<file path="config.mk">
export PLATFORM = sky130hd
export DESIGN_NAME = punc_control
export DESIGN_NICKNAME = d
export VERILOG_FILES = /design/src/rtl/punc_control.sv
export SDC_FILE = /design/constraint.sdc
export NUM_CORES = 1
export LEC_CHECK = 0
export CAP_MARGIN = 20
export CORE_AREA = 2 2 48 50
export CTS_BUF_LIST = sky130_fd_sc_hd__clkbuf_4 sky130_fd_sc_hd__clkbuf_8
export CTS_CLUSTER_DIAMETER = 200
export CTS_CLUSTER_SIZE = 30
export DETAILED_ROUTE_END_ITERATION = 8
export DIE_AREA = 0 0 50 52
export PLACE_DENSITY = 0.71
export SYNTH_ARGS = -nofsm -noshare
export SYNTH_HDL_FRONTEND = slang
export SYNTH_SLANG_ARGS = --single-unit
</file>
<file path="constraint.sdc">
create_clock -name clk -period 1.6 [get_ports clk]
set_input_delay 0.48 -clock clk [delete_from_list [all_inputs] [get_ports clk]]
set_output_delay 0.48 -clock clk [all_outputs]
set_load 0.01 [all_outputs]
</file>
<file path="src/rtl/punc_control.sv">
// rtl/punc_control.sv - PUNC multi-cycle controller FSM; PUNC_HALT_EN enables TRAP->HALT
// Outputs are decoded combinationally from the current state and opcode.
module punc_control (
   input  logic        clk,
   input  logic        rst,
   input  logic [15:0] ir_to_controller,
   input  logic        nzp_true,
   output logic        pc_ld,
   output logic        pc_inc,
   output logic        pc_clr,
   output logic [1:0]  pc_sel,
   output logic        ir_ld,
   output logic        ir_clr,
   output logic        mem_rd,
   output logic        mem_wr,
   output logic [1:0]  mem_r_addr_sel,
   output logic [1:0]  mem_w_addr_sel,
   output logic [1:0]  rf_w_data_sel,
   output logic        rf_w_addr_sel,
   output logic        rf_w_wr,
   output logic        rf_r0_rd,
   output logic        rf_r1_rd,
   output logic        rf_r0_addr_sel,
   output logic        prev_ld,
   output logic        nzp_ld,
   output logic        nzp_clr,
   output logic [1:0]  alu_sel,
   output logic        alu_first_val_sel,
   output logic        halted
);

   typedef enum logic [2:0] {
      S_INIT, S_FETCH, S_DECODE, S_EXEC, S_EXEC2, S_HALT
   } state_t;

   localparam logic [3:0] OP_BR  = 4'b0000, OP_ADD = 4'b0001, OP_LD  = 4'b0010,
                          OP_ST  = 4'b0011, OP_JSR = 4'b0100, OP_AND = 4'b0101,
                          OP_LDR = 4'b0110, OP_STR = 4'b0111, OP_NOT = 4'b1001,
                          OP_LDI = 4'b1010, OP_STI = 4'b1011, OP_JMP = 4'b1100,
                          OP_LEA = 4'b1110, OP_TRAP = 4'b1111;

   state_t     state_q, state_d;
   logic [3:0] opcode;
   logic       unused_ir;

   assign opcode    = ir_to_controller[15:12];
   assign unused_ir = ^{ir_to_controller[10:6], ir_to_controller[4:0]};

   always_ff @(posedge clk or negedge rst) begin
      if (!rst) state_q <= S_INIT;
      else      state_q <= state_d;
   end

   always_comb begin
      state_d           = state_q;
      pc_ld             = 1'b0;
      pc_inc            = 1'b0;
      pc_clr            = 1'b0;
      pc_sel            = 2'd0;
      ir_ld             = 1'b0;
      ir_clr            = 1'b0;
      mem_rd            = 1'b0;
      mem_wr            = 1'b0;
      mem_r_addr_sel    = 2'd0;
      mem_w_addr_sel    = 2'd0;
      rf_w_data_sel     = 2'd0;
      rf_w_addr_sel     = 1'b0;
      rf_w_wr           = 1'b0;
      rf_r0_rd          = 1'b0;
      rf_r1_rd          = 1'b0;
      rf_r0_addr_sel    = 1'b0;
      prev_ld           = 1'b0;
      nzp_ld            = 1'b0;
      nzp_clr           = 1'b0;
      alu_sel           = 2'd0;
      alu_first_val_sel = 1'b0;
      halted            = 1'b0;
      case (state_q)
         S_INIT: begin
            pc_clr  = 1'b1;
            ir_clr  = 1'b1;
            nzp_clr = 1'b1;
            state_d = S_FETCH;
         end
         S_FETCH: begin
            mem_rd  = 1'b1;
            ir_ld   = 1'b1;
            pc_inc  = 1'b1;
            state_d = S_DECODE;
         end
         S_DECODE: state_d = S_EXEC;
         S_EXEC: begin
            state_d = S_FETCH;
            case (opcode)
               OP_ADD, OP_AND: begin
                  // ir[5]=1 selects the immediate, else the second register via port 0
                  alu_sel           = (opcode == OP_ADD) ? 2'd1 : 2'd2;
                  alu_first_val_sel = ~ir_to_controller[5];
                  rf_r0_addr_sel    = ~ir_to_controller[5];
                  rf_r0_rd          = ~ir_to_controller[5];
                  rf_r1_rd          = 1'b1;
                  rf_w_addr_sel     = 1'b1;
                  rf_w_wr           = 1'b1;
                  nzp_ld            = 1'b1;
               end
               OP_NOT: begin
                  alu_sel       = 2'd3;
                  rf_r1_rd      = 1'b1;
                  rf_w_addr_sel = 1'b1;
                  rf_w_wr       = 1'b1;
                  nzp_ld        = 1'b1;
               end
               OP_LD, OP_LDR, OP_LDI: begin
                  mem_rd         = 1'b1;
                  mem_r_addr_sel = (opcode == OP_LDR) ? 2'd3 : 2'd1;
                  rf_r1_rd       = (opcode == OP_LDR);
                  rf_w_data_sel  = 2'd2;
                  rf_w_addr_sel  = 1'b1;
                  rf_w_wr        = 1'b1;
                  nzp_ld         = (opcode != OP_LDI);
                  if (opcode == OP_LDI) state_d = S_EXEC2;
               end
               OP_LEA: begin
                  rf_w_data_sel = 2'd1;
                  rf_w_addr_sel = 1'b1;
                  rf_w_wr       = 1'b1;
                  nzp_ld        = 1'b1;
               end
               OP_ST, OP_STR: begin
                  mem_wr         = 1'b1;
                  rf_r0_rd       = 1'b1;
                  mem_w_addr_sel = (opcode == OP_STR) ? 2'd2 : 2'd0;
                  rf_r1_rd       = (opcode == OP_STR);
               end
               OP_STI: begin
                  mem_rd         = 1'b1;
                  mem_r_addr_sel = 2'd1;
                  prev_ld        = 1'b1;
                  state_d        = S_EXEC2;
               end
               OP_BR: pc_ld = nzp_true;
               OP_JMP: begin
                  pc_ld    = 1'b1;
                  pc_sel   = 2'd2;
                  rf_r1_rd = 1'b1;
               end
               OP_JSR: begin
                  // R7 captures the already-incremented PC in the same cycle as the jump
                  rf_w_data_sel = 2'd3;
                  rf_w_wr       = 1'b1;
                  pc_ld         = 1'b1;
                  pc_sel        = ir_to_controller[11] ? 2'd1 : 2'd2;
                  rf_r1_rd      = ~ir_to_controller[11];
               end
`ifdef PUNC_HALT_EN
               OP_TRAP: state_d = S_HALT;
`endif
               default: ;
            endcase
         end
         S_EXEC2: begin
            state_d  = S_FETCH;
            rf_r0_rd = 1'b1;
            if (opcode == OP_STI) begin
               mem_wr         = 1'b1;
               mem_w_addr_sel = 2'd1;
            end else begin
               mem_rd         = 1'b1;
               mem_r_addr_sel = 2'd2;
               rf_w_data_sel  = 2'd2;
               rf_w_addr_sel  = 1'b1;
               rf_w_wr        = 1'b1;
               nzp_ld         = 1'b1;
            end
         end
         S_HALT: begin
`ifdef PUNC_HALT_EN
            halted = 1'b1;
`endif
         end
         default: state_d = S_INIT;
      endcase
   end

endmodule

</file>
# Word level (Yosys, flattened, before mapping)
# Cells that the tools add are included.
[totals]
reg_bits = 3
latch_bits = 0
mem_bits_rw = 0
mem_bits_ro = 0
wordCells = 75
mem_count = 0
[classes]
add_sub_neg = 0
multipliers = 0
n_div = 0
n_lt_le_gt_ge = 0
n_eq_ne = 18
shift = 0
muxes = 42
bitwise_logic = 2
reduce_logical = 12
[op_table]
columns = ["op", "n"]
rows = [
  ["$pmux W2 S2", 6],
  ["$eq A4 B4 Y1 const B", 5],
  ["$eq A4 B3 Y1 const B", 4],
  ["$mux W2", 8],
  ["$pmux W1 S2", 8],
  ["$pmux W3 S5", 1],
  ["$mux W1", 14],
  ["$reduce_or A4 Y1", 3],
  ["$eq A4 B2 Y1 const B", 2],
  ["$reduce_or A2 Y1", 4],
  ["$reduce_or A8 Y1", 1],
  ["$reduce_or A7 Y1", 1],
  ["$eq A3 B2 Y1 const B", 2],
  ["$eq A3 B3 Y1 const B", 2],
  ["$pmux W2 S3", 1],
  ["$pmux W3 S2", 1],
  ["$eq A4 B1 Y1 const B", 1],
  ["$logic_not A4 Y1", 1],
  ["$ne A4 B4 Y1 const B", 1],
  ["$pmux W1 S4", 1],
  ["$eq A3 B1 Y1 const B", 1],
  ["$logic_not A3 Y1", 1],
  ["$mux W3", 1],
  ["$pmux W1 S3", 1],
  ["other kinds (2)", 3],
]

# Depth between registers and ports, before layout
[logic_depth]
ltp_word = 4
depth_mapped = 6

# Worst setup path after synthesis
# Ideal clock, no wire load.
[synth_timing]
path_type = "register to output"
start = "register state_q[0]"
end = "output rf_r0_addr_sel"
arrival_time_ns = 1.341
path_slack_ns = -0.221
path_stages_with_launch = 7
path_buffers = 3
path_cell_list = "dfrtp_1 > buf_4 > and3b_2 > buf_4 > nand2_1 > nor3_1 > buf_4"
[synth_via]
elab_chain_len = 2
[synth_lines]
columns = ["element", "line", "rtl"]
rows = [
  ["start: declaration", "42", "state_t state_q, state_d;"],
  ["start signal: assignment", "51", "else state_q <= state_d;"],
  ["$eq A3 B2 Y1", "n/a", ""],
  ["$mux W1", "n/a", ""],
  ["end: declaration", "23", "output logic rf_r0_addr_sel,"],
]
# No other way between the ends.

# Worst setup path after layout
[layout_timing]
start = "register state_q[0]"
end = "output rf_w_data_sel[1]"
[layout_via]
elab_chain_len = 2
elab_cells_between_ends = 3
[layout_lines]
columns = ["element", "line", "rtl"]
rows = [
  ["$eq A3 B3 Y1 / $eq A3 B2 Y1 (equally long branches)", "78", "case (state_q)"],
  ["$pmux W2 S2 *", "78", ""],
  ["end: declaration", "18", "output logic [1:0] rf_w_data_sel,"],
]
# Every way passes the cells marked *; elsewhere a longest branch is shown, timed or not.

==> key figures <==
Outcome
  – Status: complete, but fails checks
  – Failing checks: setup timing

Worst setup path
  – Startpoint type of the worst setup path: flop
  – Required time at the worst-slack endpoint: 1.12 ns
  – Gate family responsible for the most delay along the worst path: flip-flops
  – Delay of the slowest cell on the worst path: 0.45 ns
  – Bufs and invs on worst path: 1
  – Maximum fanout along the worst path: 5
  – Critical Path AT: 1.56 ns
  – Worst-path cell chain: or3b_4 -> o31a_1 -> a21oi_2 -> buf_2
  – Critical setup path kind: flop to output pin
  – Category of the worst setup path capture point: output pin
  – Cell with the largest stage delay on the worst path: sky130_fd_sc_hd__dfrtp_2

Drt
  – Violation count after the first detailed-route iteration: 20
  – DRC errors left: 0
  – Wire length on met3: 152 um
  – Number of vias after detailed routing: roughly 950
  – Highest routed layer: met4
  – DRT met1 WL: between 1 and 1.5 mm
  – Via/cell ratio: 5.141
  – Routed wl met2: 1.569 mm
  – Drt pass-1 iters: 4
  – Count of antenna-violating nets left after detailed routing: 0
  – Wirelength per Cell: roughly 16 um
  – Total detailed-routing wirelength: about 3.0 mm

Yosys
  – Count of mapped cells out of synthesis: 89
  – Mean area per synthesized cell: 6.875 um2
  – Mapped Nets: 108
  – Number of warnings reported in the yosys synthesis log: 0
  – Count of cell types in the netlist: 33
  – Cell Area, Synth: just over 600 um2
  – Register bit total from synthesis: 3
  – Fraction of the yosys area taken by sequential cells: 0.1227

STA
  – Worst-case clock skew: approximately 0.011 ns
  – Unrepaired setup endpoints after global routing: true
  – Min Hold Slack: 0.4102 ns
  – Post-route fraction of the period consumed by the critical path: 1.274
  – Worst path setup slack after routing: -0.4380 ns
  – Shortest clock period the worst path allows after layout: approximately 2.0 ns
  – Hold violation total from the final report: 0
  – Final setup vio count: 26
  – FMAX: slightly below 0.5 GHz
  – Pins Over Slew Limit: 0
  – Aggregate negative setup slack: -7.476 ns

Placement
  – Port buffer count: 34
  – Dpl ws: -1.089 ns
  – Number of placed instances with taps included: 159
  – Detail Placement HPWL: about 1.6 mm
  – RD Place Congestion: 0.8429
  – Cell Area, Placed: 1155 um2

Layout
  – Registers with the most flip-flops: state_q: 3 flops
  – Number of antenna diodes: 0
  – Flip-flop count of the largest register, all copies and words added: 3
  – Most common cell after layout, fill and taps aside: sky130_fd_sc_hd__buf_4
  – Design area: 1474 um2
  – Final Instance Count excl. Fillers: 185
  – Area added between synthesis and finish: 140.9%
  – Number of nets in the layout: 177
  – Most frequent cells in the layout: 25 x sky130_fd_sc_hd__buf_4, 22 x sky130_fd_sc_hd__buf_2, 21 x sky130_fd_sc_hd__buf_6
  – Register name with the most flops: state_q
  – Fraction of layout cells with a size suffix above 1: 0.7643

CTS
  – Clock tree root buffer cell: sky130_fd_sc_hd__clkbuf_4
  – Clock tree from TritonCTS: yes
  – Clock buffers created by TritonCTS: 3
  – Clock transition at the register clock pins on the worst setup and hold paths after CTS: approximately 0.050 ns
  – Num Clock Sinks: 3
  – Maximum number of buffers from clock root to sink: 2
  – Latest clock arrival within the worst-skew pair: between 0.2 and 0.3 ns
  – H-tree Lvls: 1

Die
  – I/O pin cnt: 46
  – Standard-cell rows: 17
  – Overall die height: 52 um
  – Floorplan core area: 2106 um2
  – X dimension of the die: 50 um
  – Initial Util: 0.2906
  – Total die area: 2600 um2

GRT
  – Maximum number of pins on one net before global-route repair: 9
  – Number of global-route vias before repair: about 890
  – Wire length of the first global-routing pass: 4.478 mm
  – Initial antenna violation count: 0
  – Congestion Overflow GR: 0
  – GRT Overall Usage: 0.2259

Flow run
  – Maximum Capacitance Violations: 0

Pwr
  – Reported leakage power: slightly above 0.7 nW
  – Areal power density over the cells: 286.4 nW/um2
  – Largest voltage drop on the vdd net: 0.2123 mV

Worst hold path
  – Hold crit path type: input pin to async pin
==> where the power goes <==
| part | switching [mW] | total [mW] | leakage (nW) | internal [mW] |
|---|---|---|---|---|
| Sequential | 0 | 0.0762 | 0.0295 | 0.0762 |
| Combinational | 0.0881 | 0.179 | 0.661 | 0.0913 |
| Clock | 0.0553 | 0.167 | 0.0184 | 0.111 |
==> metrics by stage <==
stage	util	total power [mW]
floorplan	-	0.1413
CTS	0.6512	0.3884
detailed placement	0.5484	0.1970
global route	0.6999	0.4370
finish	0.6999	0.4222
global placement	0.5484	0.1949
==> per-layer routing <==
| metal | global-route usage | vias to the layer above |
|---|---|---|
| met5 | 0 | - |
| met4 | 0.08333 | 0 |
| met3 | 0.01724 | 12 |
| met2 | 0.3904 | 44 |
| met1 | 0.2917 | 454 |
| li1 | - | 441 |
==> worst paths after layout <==
check	start	slack (ns)	cells past startpoint	endpoint
max	state_q[0]	-0.44	4	rf_w_data_sel[1]
max in group asynchronous	rst	1.02	1	state_q[1]
max reg2reg	state_q[1]	0.38	3	state_q[2]
min reg2reg	state_q[2]	0.69	2	state_q[1]
min	rst	0.41	1	state_q[0]
min in group clk	state_q[2]	0.69	2	state_q[1]
==> cell type report <==
type                    count  area [um2]
multi-input cells          69       643.1
well taps                  28       35.03
repair buffers             77       673.1
fillers                   142       631.9
clock buffers               4       30.03
flip-flops and latches      3       77.57
inverters                   4       15.01
==> kinds of logic (layout without fill, tap and decap cells) <==
family / count (synthesis) / in the layout / share of synthesized area
and+or+nand+nor: 43 / 43 / 0.4192
AOI/OAI and AO/OA: 21 / 21 / 0.2147
buffers and inverters: 17 / 85 / 0.1779
xor gates and xnor gates: 3 / 3 / 0.04295
DFF: 3 / 3 / 0.1227
other: 1 / 1 / 0.006129
muxes: 1 / 1 / 0.01636
==> synth_stat cells, drive strengths merged <==
| master | count | area (um2) |
|---|---|---|
| o31a | 1 | 8.760 |
| inv | 4 | 15.01 |
| o211ai | 1 | 7.510 |
| a31oi | 1 | 6.260 |
| o21ai | 5 | 25.02 |
| xnor2 | 2 | 17.52 |
| o22ai | 1 | 6.260 |
| nand2 | 8 | 30.03 |
| conb | 1 | 3.750 |
| nor2 | 11 | 41.29 |
| or3 | 1 | 6.260 |
| a2bb2oi | 1 | 8.760 |
| nor4 | 1 | 6.260 |
| and3b | 1 | 10.01 |
| a2111oi | 1 | 15.01 |
| a21oi | 9 | 45.04 |
| nor3b | 1 | 18.77 |
| nand2b | 3 | 18.77 |
| dfrtp | 3 | 75.07 |
| xor2 | 1 | 8.760 |
| or3b | 2 | 20.02 |
| a211o | 1 | 8.760 |
| nand3 | 2 | 10.01 |
| mux2i | 1 | 10.01 |
| buf | 13 | 93.83 |
| nand3b | 2 | 27.53 |
| nor3 | 8 | 40.04 |
| nand4b | 1 | 15.01 |
| nor2b | 2 | 12.51 |
==> worst register-to-register path, cell delays in order (launching register included) <==
cell and delay (ns):
sky130_fd_sc_hd__dfrtp_2 0.42, sky130_fd_sc_hd__buf_4 0.19, sky130_fd_sc_hd__or3b_1 0.35, sky130_fd_sc_hd__a21oi_1 0.18
==> what timing repair did <==
action	in CTS	in global routing
setup endpoints to repair	28	26
hold buffers	0	0
buffers inserted	13	8
resized for setup	174	15
endpoints found under the hold margin	0	0
pin swaps	19	13
gates cloned	1	0
No activity file was read; power rests on OpenSTA's default activity.
